--- src/rtl/janus_pkg.sv ---
// Shared definitions for the register read path: the index encoding, the mux
// select encoding and the read-arbiter FSM state encoding.
package janus_pkg;

    localparam int REG_IDX_W = 5;
    localparam int MAX_IDX   = 16;
    localparam logic [REG_IDX_W-1:0] PC_IDX = REG_IDX_W'(MAX_IDX);

    localparam int SEL_W = 9;
    localparam logic [SEL_W-1:0] SEL_IDLE = 9'h100;

    typedef enum logic [1:0] {
        ST_IDLE     = 2'd0,
        ST_WAIT_ACK = 2'd1,
        ST_RESP     = 2'd2
    } arb_state_e;

    // reg0-reg15 plus pc are the only indices the mux can serve.
    function automatic logic idx_valid(input logic [REG_IDX_W-1:0] idx);
        return idx <= PC_IDX;
    endfunction

    function automatic logic [SEL_W-1:0] sel_for(input logic [REG_IDX_W-1:0] idx);
        return {1'b0, 3'b000, idx};
    endfunction

endpackage

--- src/rtl/reg_read_arbiter_rr_arbiter.sv ---
// Combinational round-robin picker: the lowest set request at or above ptr
// wins; if there is none, the lowest set request below ptr wins.
module rr_arbiter #(
    parameter int N     = 4,
    parameter int PTR_W = (N > 1) ? $clog2(N) : 1
) (
    input  logic [N-1:0]     req,
    input  logic [PTR_W-1:0] ptr,
    output logic [N-1:0]     gnt_oh,
    output logic [PTR_W-1:0] gnt_idx,
    output logic             gnt_any
);

    always_comb begin
        // NOTE: every output gets a default before the search, so no path through the block leaves one unassigned and no latch is inferred.
        gnt_oh  = '0;
        gnt_idx = '0;
        gnt_any = 1'b0;
        for (int i = 0; i < N; i++) begin
            if (!gnt_any && req[i] && (PTR_W'(i) >= ptr)) begin
                gnt_any    = 1'b1;
                gnt_oh[i]  = 1'b1;
                gnt_idx    = PTR_W'(i);
            end
        end
        // Wrapped half of the search: slots below the pointer.
        for (int i = 0; i < N; i++) begin
            if (!gnt_any && req[i] && (PTR_W'(i) < ptr)) begin
                gnt_any    = 1'b1;
                gnt_oh[i]  = 1'b1;
                gnt_idx    = PTR_W'(i);
            end
        end
    end

endmodule

--- src/rtl/reg_read_arbiter.sv ---
// Round-robin arbiter sharing the 17:1 register read mux between PA_NUM_REQ
// requesters. Define REG_ARB_TIMEOUT_EN to bound the wait for mux_ack.
module reg_read_arbiter
    import janus_pkg::*;
#(
    parameter int PA_DATA_WIDTH = 32,
    parameter int PA_NUM_REQ    = 4,
    parameter int PA_TIMEOUT    = 15
) (
    input  logic                              clk,
    input  logic                              rst,
    input  logic [PA_NUM_REQ-1:0]             req,
    input  logic [PA_NUM_REQ*REG_IDX_W-1:0]   req_idx,
    output logic [SEL_W-1:0]                  mux_sel,
    input  logic [PA_DATA_WIDTH-1:0]          mux_out,
    input  logic                              mux_ack,
    output logic [PA_DATA_WIDTH-1:0]          rd_data,
    output logic [PA_NUM_REQ-1:0]             rd_valid,
    output logic                              rd_err,
    output logic                              busy
);

    localparam int PTR_W = $clog2(PA_NUM_REQ);

    if (PA_NUM_REQ < 2 || PA_NUM_REQ > 8) begin : g_bad_num_req
        $error("reg_read_arbiter: PA_NUM_REQ must be 2..8");
    end
    // The wait counter is 4 bits wide, so the limit must fit in it.
    if (PA_TIMEOUT < 1 || PA_TIMEOUT > 15) begin : g_bad_timeout
        $error("reg_read_arbiter: PA_TIMEOUT must be 1..15");
    end

    arb_state_e                state, state_nxt;
    logic [PTR_W-1:0]          rr_ptr, rr_ptr_nxt;
    logic [PA_NUM_REQ-1:0]     gnt, gnt_nxt;
    logic [SEL_W-1:0]          mux_sel_nxt;
    logic [PA_DATA_WIDTH-1:0]  rd_data_nxt;
    logic [PA_NUM_REQ-1:0]     rd_valid_nxt;
    logic                      rd_err_nxt;
    logic                      busy_nxt;
    logic                      timed_out;

    logic [PA_NUM_REQ-1:0]     win_oh;
    logic [PTR_W-1:0]          win_idx;
    logic                      win_any;
    logic [REG_IDX_W-1:0]      win_reg;

    rr_arbiter #(
        .N     (PA_NUM_REQ),
        .PTR_W (PTR_W)
    ) u_rr_arbiter (
        .req     (req),
        .ptr     (rr_ptr),
        .gnt_oh  (win_oh),
        .gnt_idx (win_idx),
        .gnt_any (win_any)
    );

    always_comb begin
        win_reg = '0;
        for (int i = 0; i < PA_NUM_REQ; i++) begin
            if (win_oh[i]) begin
                win_reg = req_idx[i*REG_IDX_W +: REG_IDX_W];
            end
        end
    end

`ifdef REG_ARB_TIMEOUT_EN
    logic [3:0] wait_cnt, wait_cnt_nxt;

    // Counts the WAIT_ACK cycles that passed without an acknowledge.
    assign timed_out = (state == ST_WAIT_ACK) && !mux_ack
                    && (wait_cnt == 4'(PA_TIMEOUT - 1));

    always_comb begin
        wait_cnt_nxt = '0;
        if (state == ST_WAIT_ACK && !mux_ack) begin
            wait_cnt_nxt = wait_cnt + 4'd1;
        end
    end

    always_ff @(posedge clk) begin
        if (rst) begin
            wait_cnt <= '0;
        end else begin
            wait_cnt <= wait_cnt_nxt;
        end
    end
`else
    assign timed_out = 1'b0;
`endif

    // State register; every output is registered alongside it.
    always_ff @(posedge clk) begin
        // NOTE: sequential state uses non-blocking assignments so every flop samples pre-edge values regardless of statement order.
        if (rst) begin
            state    <= ST_IDLE;
            rr_ptr   <= '0;
            gnt      <= '0;
            mux_sel  <= SEL_IDLE;
            rd_data  <= '0;
            rd_valid <= '0;
            rd_err   <= 1'b0;
            busy     <= 1'b0;
        end else begin
            state    <= state_nxt;
            rr_ptr   <= rr_ptr_nxt;
            gnt      <= gnt_nxt;
            mux_sel  <= mux_sel_nxt;
            rd_data  <= rd_data_nxt;
            rd_valid <= rd_valid_nxt;
            rd_err   <= rd_err_nxt;
            busy     <= busy_nxt;
        end
    end

    // Next-state logic.
    always_comb begin
        state_nxt = state;
        unique case (state)
            ST_IDLE: begin
                if (win_any) begin
                    state_nxt = idx_valid(win_reg) ? ST_WAIT_ACK : ST_RESP;
                end
            end
            ST_WAIT_ACK: begin
                if (mux_ack || timed_out) begin
                    state_nxt = ST_RESP;
                end
            end
            ST_RESP: state_nxt = ST_IDLE;
            default: state_nxt = ST_IDLE;
        endcase
    end

    // Output logic: next values of the registered outputs and grant bookkeeping.
    always_comb begin
        mux_sel_nxt  = mux_sel;
        rd_data_nxt  = rd_data;
        rd_valid_nxt = '0;
        rd_err_nxt   = 1'b0;
        gnt_nxt      = gnt;
        rr_ptr_nxt   = rr_ptr;
        busy_nxt     = (state_nxt != ST_IDLE);
        case (state)
            ST_IDLE: begin
                mux_sel_nxt = SEL_IDLE;
                if (win_any) begin
                    gnt_nxt    = win_oh;
                    rr_ptr_nxt = (win_idx == PTR_W'(PA_NUM_REQ - 1)) ? '0
                                                                     : win_idx + PTR_W'(1);
                    if (idx_valid(win_reg)) begin
                        mux_sel_nxt = sel_for(win_reg);
                    end else begin
                        // Bad index: answer at once with an error, mux stays parked.
                        rd_valid_nxt = win_oh;
                        rd_err_nxt   = 1'b1;
                        rd_data_nxt  = '0;
                    end
                end
            end
            ST_WAIT_ACK: begin
                if (mux_ack) begin
                    rd_data_nxt  = mux_out;
                    mux_sel_nxt  = SEL_IDLE;
                    rd_valid_nxt = gnt;
                end else if (timed_out) begin
                    rd_data_nxt  = '0;
                    mux_sel_nxt  = SEL_IDLE;
                    rd_valid_nxt = gnt;
                    rd_err_nxt   = 1'b1;
                end
            end
            default: ;
        endcase
    end

endmodule

--- config.mk ---
export PLATFORM = sky130hd
export DESIGN_NAME = reg_read_arbiter
export DESIGN_NICKNAME = d
export VERILOG_FILES = /design/src/rtl/janus_pkg.sv /design/src/rtl/reg_read_arbiter_rr_arbiter.sv /design/src/rtl/reg_read_arbiter.sv
export SDC_FILE = /design/constraint.sdc
export NUM_CORES = 1
export LEC_CHECK = 0
export BUFFER_PORTS_ARGS = -buffer_cell sky130_fd_sc_hd__buf_4
export CAP_MARGIN = 20
export CELL_PAD_IN_SITES_DETAIL_PLACEMENT = 0
export CELL_PAD_IN_SITES_GLOBAL_PLACEMENT = 2
export CORE_MARGIN = 2
export CORE_UTILIZATION = 25
export CTS_CLUSTER_DIAMETER = 200
export CTS_CLUSTER_SIZE = 25
export DETAILED_ROUTE_END_ITERATION = 10
export GPL_ROUTABILITY_DRIVEN = 0
export PLACE_DENSITY_LB_ADDON = 0.1
export SETUP_SLACK_MARGIN = 0.1
export SLEW_MARGIN = 5
export SYNTH_ARGS = -nofsm -noshare
export SYNTH_HDL_FRONTEND = slang
export SYNTH_SLANG_ARGS = --single-unit
--- constraint.sdc ---
create_clock -name clk -period 2.75 [get_ports clk]
set_clock_uncertainty 0.1 [all_clocks]
set_input_delay 0.275 -clock clk [delete_from_list [all_inputs] [get_ports clk]]
set_output_delay 0.275 -clock clk [all_outputs]
set_load 0.02 [all_outputs]
==> report_table.html <==
<table>
<tr><th>Metric</th><th>Value</th></tr>
<tr><th colspan="2">Run status</th></tr>
<tr><td>Status</td><td>finished clean</td></tr>
<tr><th colspan="2">Die</th></tr>
<tr><td>Io pins</td><td>106</td></tr>
<tr><td>Core Footprint</td><td>8260 um^2</td></tr>
<tr><td>Number of standard-cell rows in the floorplan</td><td>33</td></tr>
<tr><td>Chip Height</td><td>96.4 um</td></tr>
<tr><td>Overall die area</td><td>9290 um^2</td></tr>
<tr><td>Horizontal die dimension</td><td>96.4 um</td></tr>
<tr><td>Starting density of the core</td><td>25.8%</td></tr>
<tr><th colspan="2">Clocking</th></tr>
<tr><td>Root buffer selected by CTS</td><td>sky130_fd_sc_hd__clkbuf_8</td></tr>
<tr><td>Number of levels the H-tree was split into</td><td>2</td></tr>
<tr><td>CTS tree</td><td>built</td></tr>
<tr><td>Number of sinks handled by clock tree synthesis</td><td>52</td></tr>
<tr><td>Number of buffers created by CTS</td><td>5</td></tr>
<tr><td>Clock insertion delay at the later pin of the skew report</td><td>0.30 ns</td></tr>
<tr><td>Clock slew at reported path FFs</td><td>0.10 ns</td></tr>
<tr><td>Maximum root-to-sink buffer count</td><td>2</td></tr>
<tr><th colspan="2">Job</th></tr>
<tr><td>Number of max-capacitance violations reported</td><td>0</td></tr>
<tr><th colspan="2">Worst setup path</th></tr>
<tr><td>Largest stage delay on the critical path</td><td>0.40 ns</td></tr>
<tr><td>Element type at the critical path end</td><td>flop</td></tr>
<tr><td>Required time at the worst-slack endpoint</td><td>2.86 ns</td></tr>
<tr><td>Crit Path Category</td><td>flop to flop</td></tr>
<tr><td>Crit-path max FO</td><td>38</td></tr>
<tr><td>Cell Chain, Critical Path</td><td>nand2b_1, a311o_1, and2_4, a221o_1, a22oi_2, a311oi_4, buf_12, a32o_1</td></tr>
<tr><td>Worst-path cell with the longest stage delay</td><td>sky130_fd_sc_hd__a311o_1</td></tr>
<tr><td>Crit path arrival time</td><td>2.66 ns</td></tr>
<tr><td>Critical Path Start Type</td><td>flop</td></tr>
<tr><th colspan="2">Route</th></tr>
<tr><td>Wire length per cell</td><td>14.4 um</td></tr>
<tr><td>First DRT Iteration DRCs</td><td>69</td></tr>
<tr><td>Total wirelength of the detailed-routed design</td><td>6380 um</td></tr>
<tr><td>DR vias</td><td>2078</td></tr>
<tr><td>Vias per inst</td><td>4.68</td></tr>
<tr><td>Number of routed nets with antenna violations</td><td>0</td></tr>
<tr><td>Post-route DRC</td><td>0</td></tr>
<tr><td>Drt first pass iters</td><td>4</td></tr>
<tr><th colspan="2">Layout</th></tr>
<tr><td>Final Instance Count excl. Fillers</td><td>444</td></tr>
<tr><td>P&amp;R area growth vs syn</td><td>47.4%</td></tr>
<tr><td>Ant. Diodes</td><td>0</td></tr>
<tr><td>Share of cells above drive strength 1</td><td>39.5%</td></tr>
<tr><td>Number of filler instances in the final layout</td><td>873</td></tr>
<tr><td>Final core utilization</td><td>38.1%</td></tr>
<tr><td>Count of nets after finishing</td><td>397</td></tr>
<tr><th colspan="2">Pwr</th></tr>
<tr><td>Sequential Power Share</td><td>38.8%</td></tr>
<tr><td>Net Sw Frac</td><td>39.3%</td></tr>
<tr><td>Worst supply voltage drop on vdd</td><td>0.000276 V</td></tr>
<tr><td>Internal portion of total power</td><td>1.57 mW</td></tr>
<tr><td>Clock power frac</td><td>17.2%</td></tr>
<tr><td>Total power per unit cell area</td><td>823 nW/um^2</td></tr>
<tr><td>Leakage power summed over all cells</td><td>1.38 nW</td></tr>
<tr><td>Logic pwr share</td><td>44.0%</td></tr>
<tr><td>Power dissipated by switching net loads</td><td>1.02 mW</td></tr>
<tr><th colspan="2">Timing</th></tr>
<tr><td>Total negative slack for setup checks</td><td>0 ns</td></tr>
<tr><td>Final setup violating endpoints</td><td>0</td></tr>
<tr><td>Clock period minus worst slack</td><td>2.56 ns</td></tr>
<tr><td>Final Slew Violations</td><td>0</td></tr>
<tr><td>Unrepaired setup endpoints after global routing</td><td>no</td></tr>
<tr><td>Crit share post-route</td><td>92.9%</td></tr>
<tr><td>Final Worst Setup Slack</td><td>0.194 ns</td></tr>
<tr><td>F_max</td><td>391 MHz</td></tr>
<tr><td>Fin. Hold Viols</td><td>0</td></tr>
<tr><td>Worst hold margin</td><td>0.107 ns</td></tr>
<tr><th colspan="2">Synthesis</th></tr>
<tr><td>Adder and majority cell fraction of the synthesized area</td><td>0%</td></tr>
<tr><td>Cell with the most instances after synthesis</td><td>sky130_fd_sc_hd__dfxtp_1</td></tr>
<tr><td>Number of enable flip-flop cells after synthesis</td><td>0</td></tr>
<tr><td>Cell count after synthesis</td><td>235</td></tr>
<tr><td>Largest family of logic cells by synthesized area</td><td>compound AO/OA/AOI/OAI gates</td></tr>
<tr><td>Compound-Gate Fraction of Synth Area</td><td>27.9%</td></tr>
<tr><td>Total standard cell area after synthesis</td><td>2130 um^2</td></tr>
<tr><td>Dominant synthesized flop cell</td><td>sky130_fd_sc_hd__dfxtp_1</td></tr>
<tr><td>Synth async-reset ratio</td><td>0%</td></tr>
<tr><td>Warnings from Yosys</td><td>0</td></tr>
<tr><td>Post-synthesis sequential element count</td><td>52</td></tr>
<tr><td>Count of cell types in the netlist</td><td>42</td></tr>
<tr><td>Ranking of synthesized cells by instance count</td><td>sky130_fd_sc_hd__dfxtp_1, sky130_fd_sc_hd__nor2_1, sky130_fd_sc_hd__a22oi_1</td></tr>
<tr><td>Synth top area cells</td><td>sky130_fd_sc_hd__dfxtp_1, sky130_fd_sc_hd__a22oi_1, sky130_fd_sc_hd__nor2_1</td></tr>
<tr><td>Cell type with the highest aggregate area in the netlist</td><td>sky130_fd_sc_hd__dfxtp_1</td></tr>
<tr><td>Simple-gate share of the synthesized area</td><td>16.2%</td></tr>
<tr><td>Multiplexer share of the synthesized area</td><td>0.528%</td></tr>
<tr><td>Sequential element share of the synthesized area</td><td>48.8%</td></tr>
<tr><td>Synth Area per Inst</td><td>9.08 um^2</td></tr>
<tr><td>Xor and xnor area share after synthesis</td><td>0%</td></tr>
<tr><td>Fraction of post-synthesis cell area in the top cell type by area</td><td>48.8%</td></tr>
<tr><th colspan="2">Global route</th></tr>
<tr><td>GRT Overall Usage</td><td>13.5%</td></tr>
<tr><td>First-pass GRT wire length</td><td>9770 um</td></tr>
<tr><td>Pin count of the biggest net entering global routing</td><td>39</td></tr>
<tr><td>Leftover overflow at the end of global routing</td><td>0</td></tr>
<tr><td>Via count of the first global-routing pass</td><td>1944</td></tr>
<tr><td>Number of antenna violations at the first check in global routing</td><td>0</td></tr>
<tr><th colspan="2">Placement</th></tr>
<tr><td>Number of buffer cells added on primary ports</td><td>102</td></tr>
<tr><td>Pre-CTS worst setup slack</td><td>0.122 ns</td></tr>
<tr><td>Detailed-placement wirelength estimate</td><td>4580 um</td></tr>
<tr><td># placed instances</td><td>434</td></tr>
<tr><th colspan="2">Min path</th></tr>
<tr><td>Classification of the worst-slack hold path</td><td>input port to flop</td></tr>
</table>
==> layout by cell type (no fill, tap or decap), drive strengths merged, types with 2 or more instances in the layout <==
| master | instances |
|---|---|
| nor2 | 46 |
| dfxtp | 52 |
| nor3 | 6 |
| nand2 | 13 |
| a32oi | 4 |
| a22oi | 34 |
| o21ai | 7 |
| or3 | 2 |
| a32o | 4 |
| a22o | 3 |
| and2 | 4 |
| inv | 6 |
| nor2b | 2 |
| buf | 113 |
| conb | 3 |
| clkinv | 2 |
| a21oi | 9 |
| o21a | 2 |
| a221o | 2 |
| a311oi | 2 |
| nand2b | 4 |
| clkbuf | 5 |
==> kinds of logic after synthesis <==
kind of cell / after synthesis
muxes: 1
AOI/OAI and AO/OA: 78
other: 1
DFF: 52
buffers and inverters: 24
and+or+nand+nor: 79
==> stage by stage <==
step	power [mW]	cell area [um^2]
floorplan	1.70	2140
global placement	2.14	3020
detailed placement	2.13	3020
CTS	2.59	3110
global route	2.78	3150
finish	2.59	3150
==> final timing paths <==
check	startpoint	to	slack [ns]	cells after the start
setup / recovery	rr_ptr[0]	rd_valid[3]	0.19	8
hold / removal	mux_out[19]	rd_data[19]	0.11	3
setup reg to reg	rr_ptr[0]	rd_valid[3]	0.19	8
hold reg to reg	mux_sel[4]	mux_sel[4]	0.36	2
==> timing repair <==
| item | in CTS | in global routing |
|---|---|---|
| setup buffers | 0 | 2 |
| resized for setup | 0 | 5 |
| hold buffers | 0 | 0 |
| setup endpoints to repair | 0 | 38 |
==> flip-flops by register name (all words and copies together), names as in the netlist <==
register / count
state: 2
gnt: 4
rd_data: 32
rr_ptr: 2
mux_sel: 6
rd_err: 1
rd_valid: 4
busy: 1
==> worst max-delay path: cells and delay by family (launching register included) <==
family | cells | cell delay, ns
simple gates | 2 | 0.36
compound gates | 5 | 1.40
flops | 1 | 0.39
buf+inv | 1 | 0.19
==> layer usage <==
layer | GRT usage (%) | vias up | wire [um]
met2 | 21.6 | 53 | 2940
li1 | - | 1055 | -
met5 | 0 | - | 0
met3 | 2.72 | 5 | 354
met1 | 18.4 | 965 | 3020
met4 | 3.87 | 0 | 72
==> power by group through the flow <==
stage | Clock (mW) | Combinational (mW) | Sequential (mW)
floorplan | 0 | 0.616 | 1.09
global placement | 0 | 1.13 | 1.01
detailed placement | 0 | 1.12 | 1.01
CTS | 0.467 | 1.12 | 0.997
global route | 0.502 | 1.25 | 1.02
finish | 0.446 | 1.14 | 1.00
==> final cells by class <==
class / count / area, um^2 / share of cell area, %
Clock inverter: 3 / 22.5 / 0.716
Sequential cell: 52 / 1050 / 33.3
Timing Repair Buffer: 113 / 861 / 27.4
Multi-Input combinational cell: 161 / 997 / 31.7
Tap cell: 105 / 131 / 4.18
Clock buffer: 5 / 68.8 / 2.19
Inverter: 5 / 18.8 / 0.597
(Power assumes the default switching activity.)
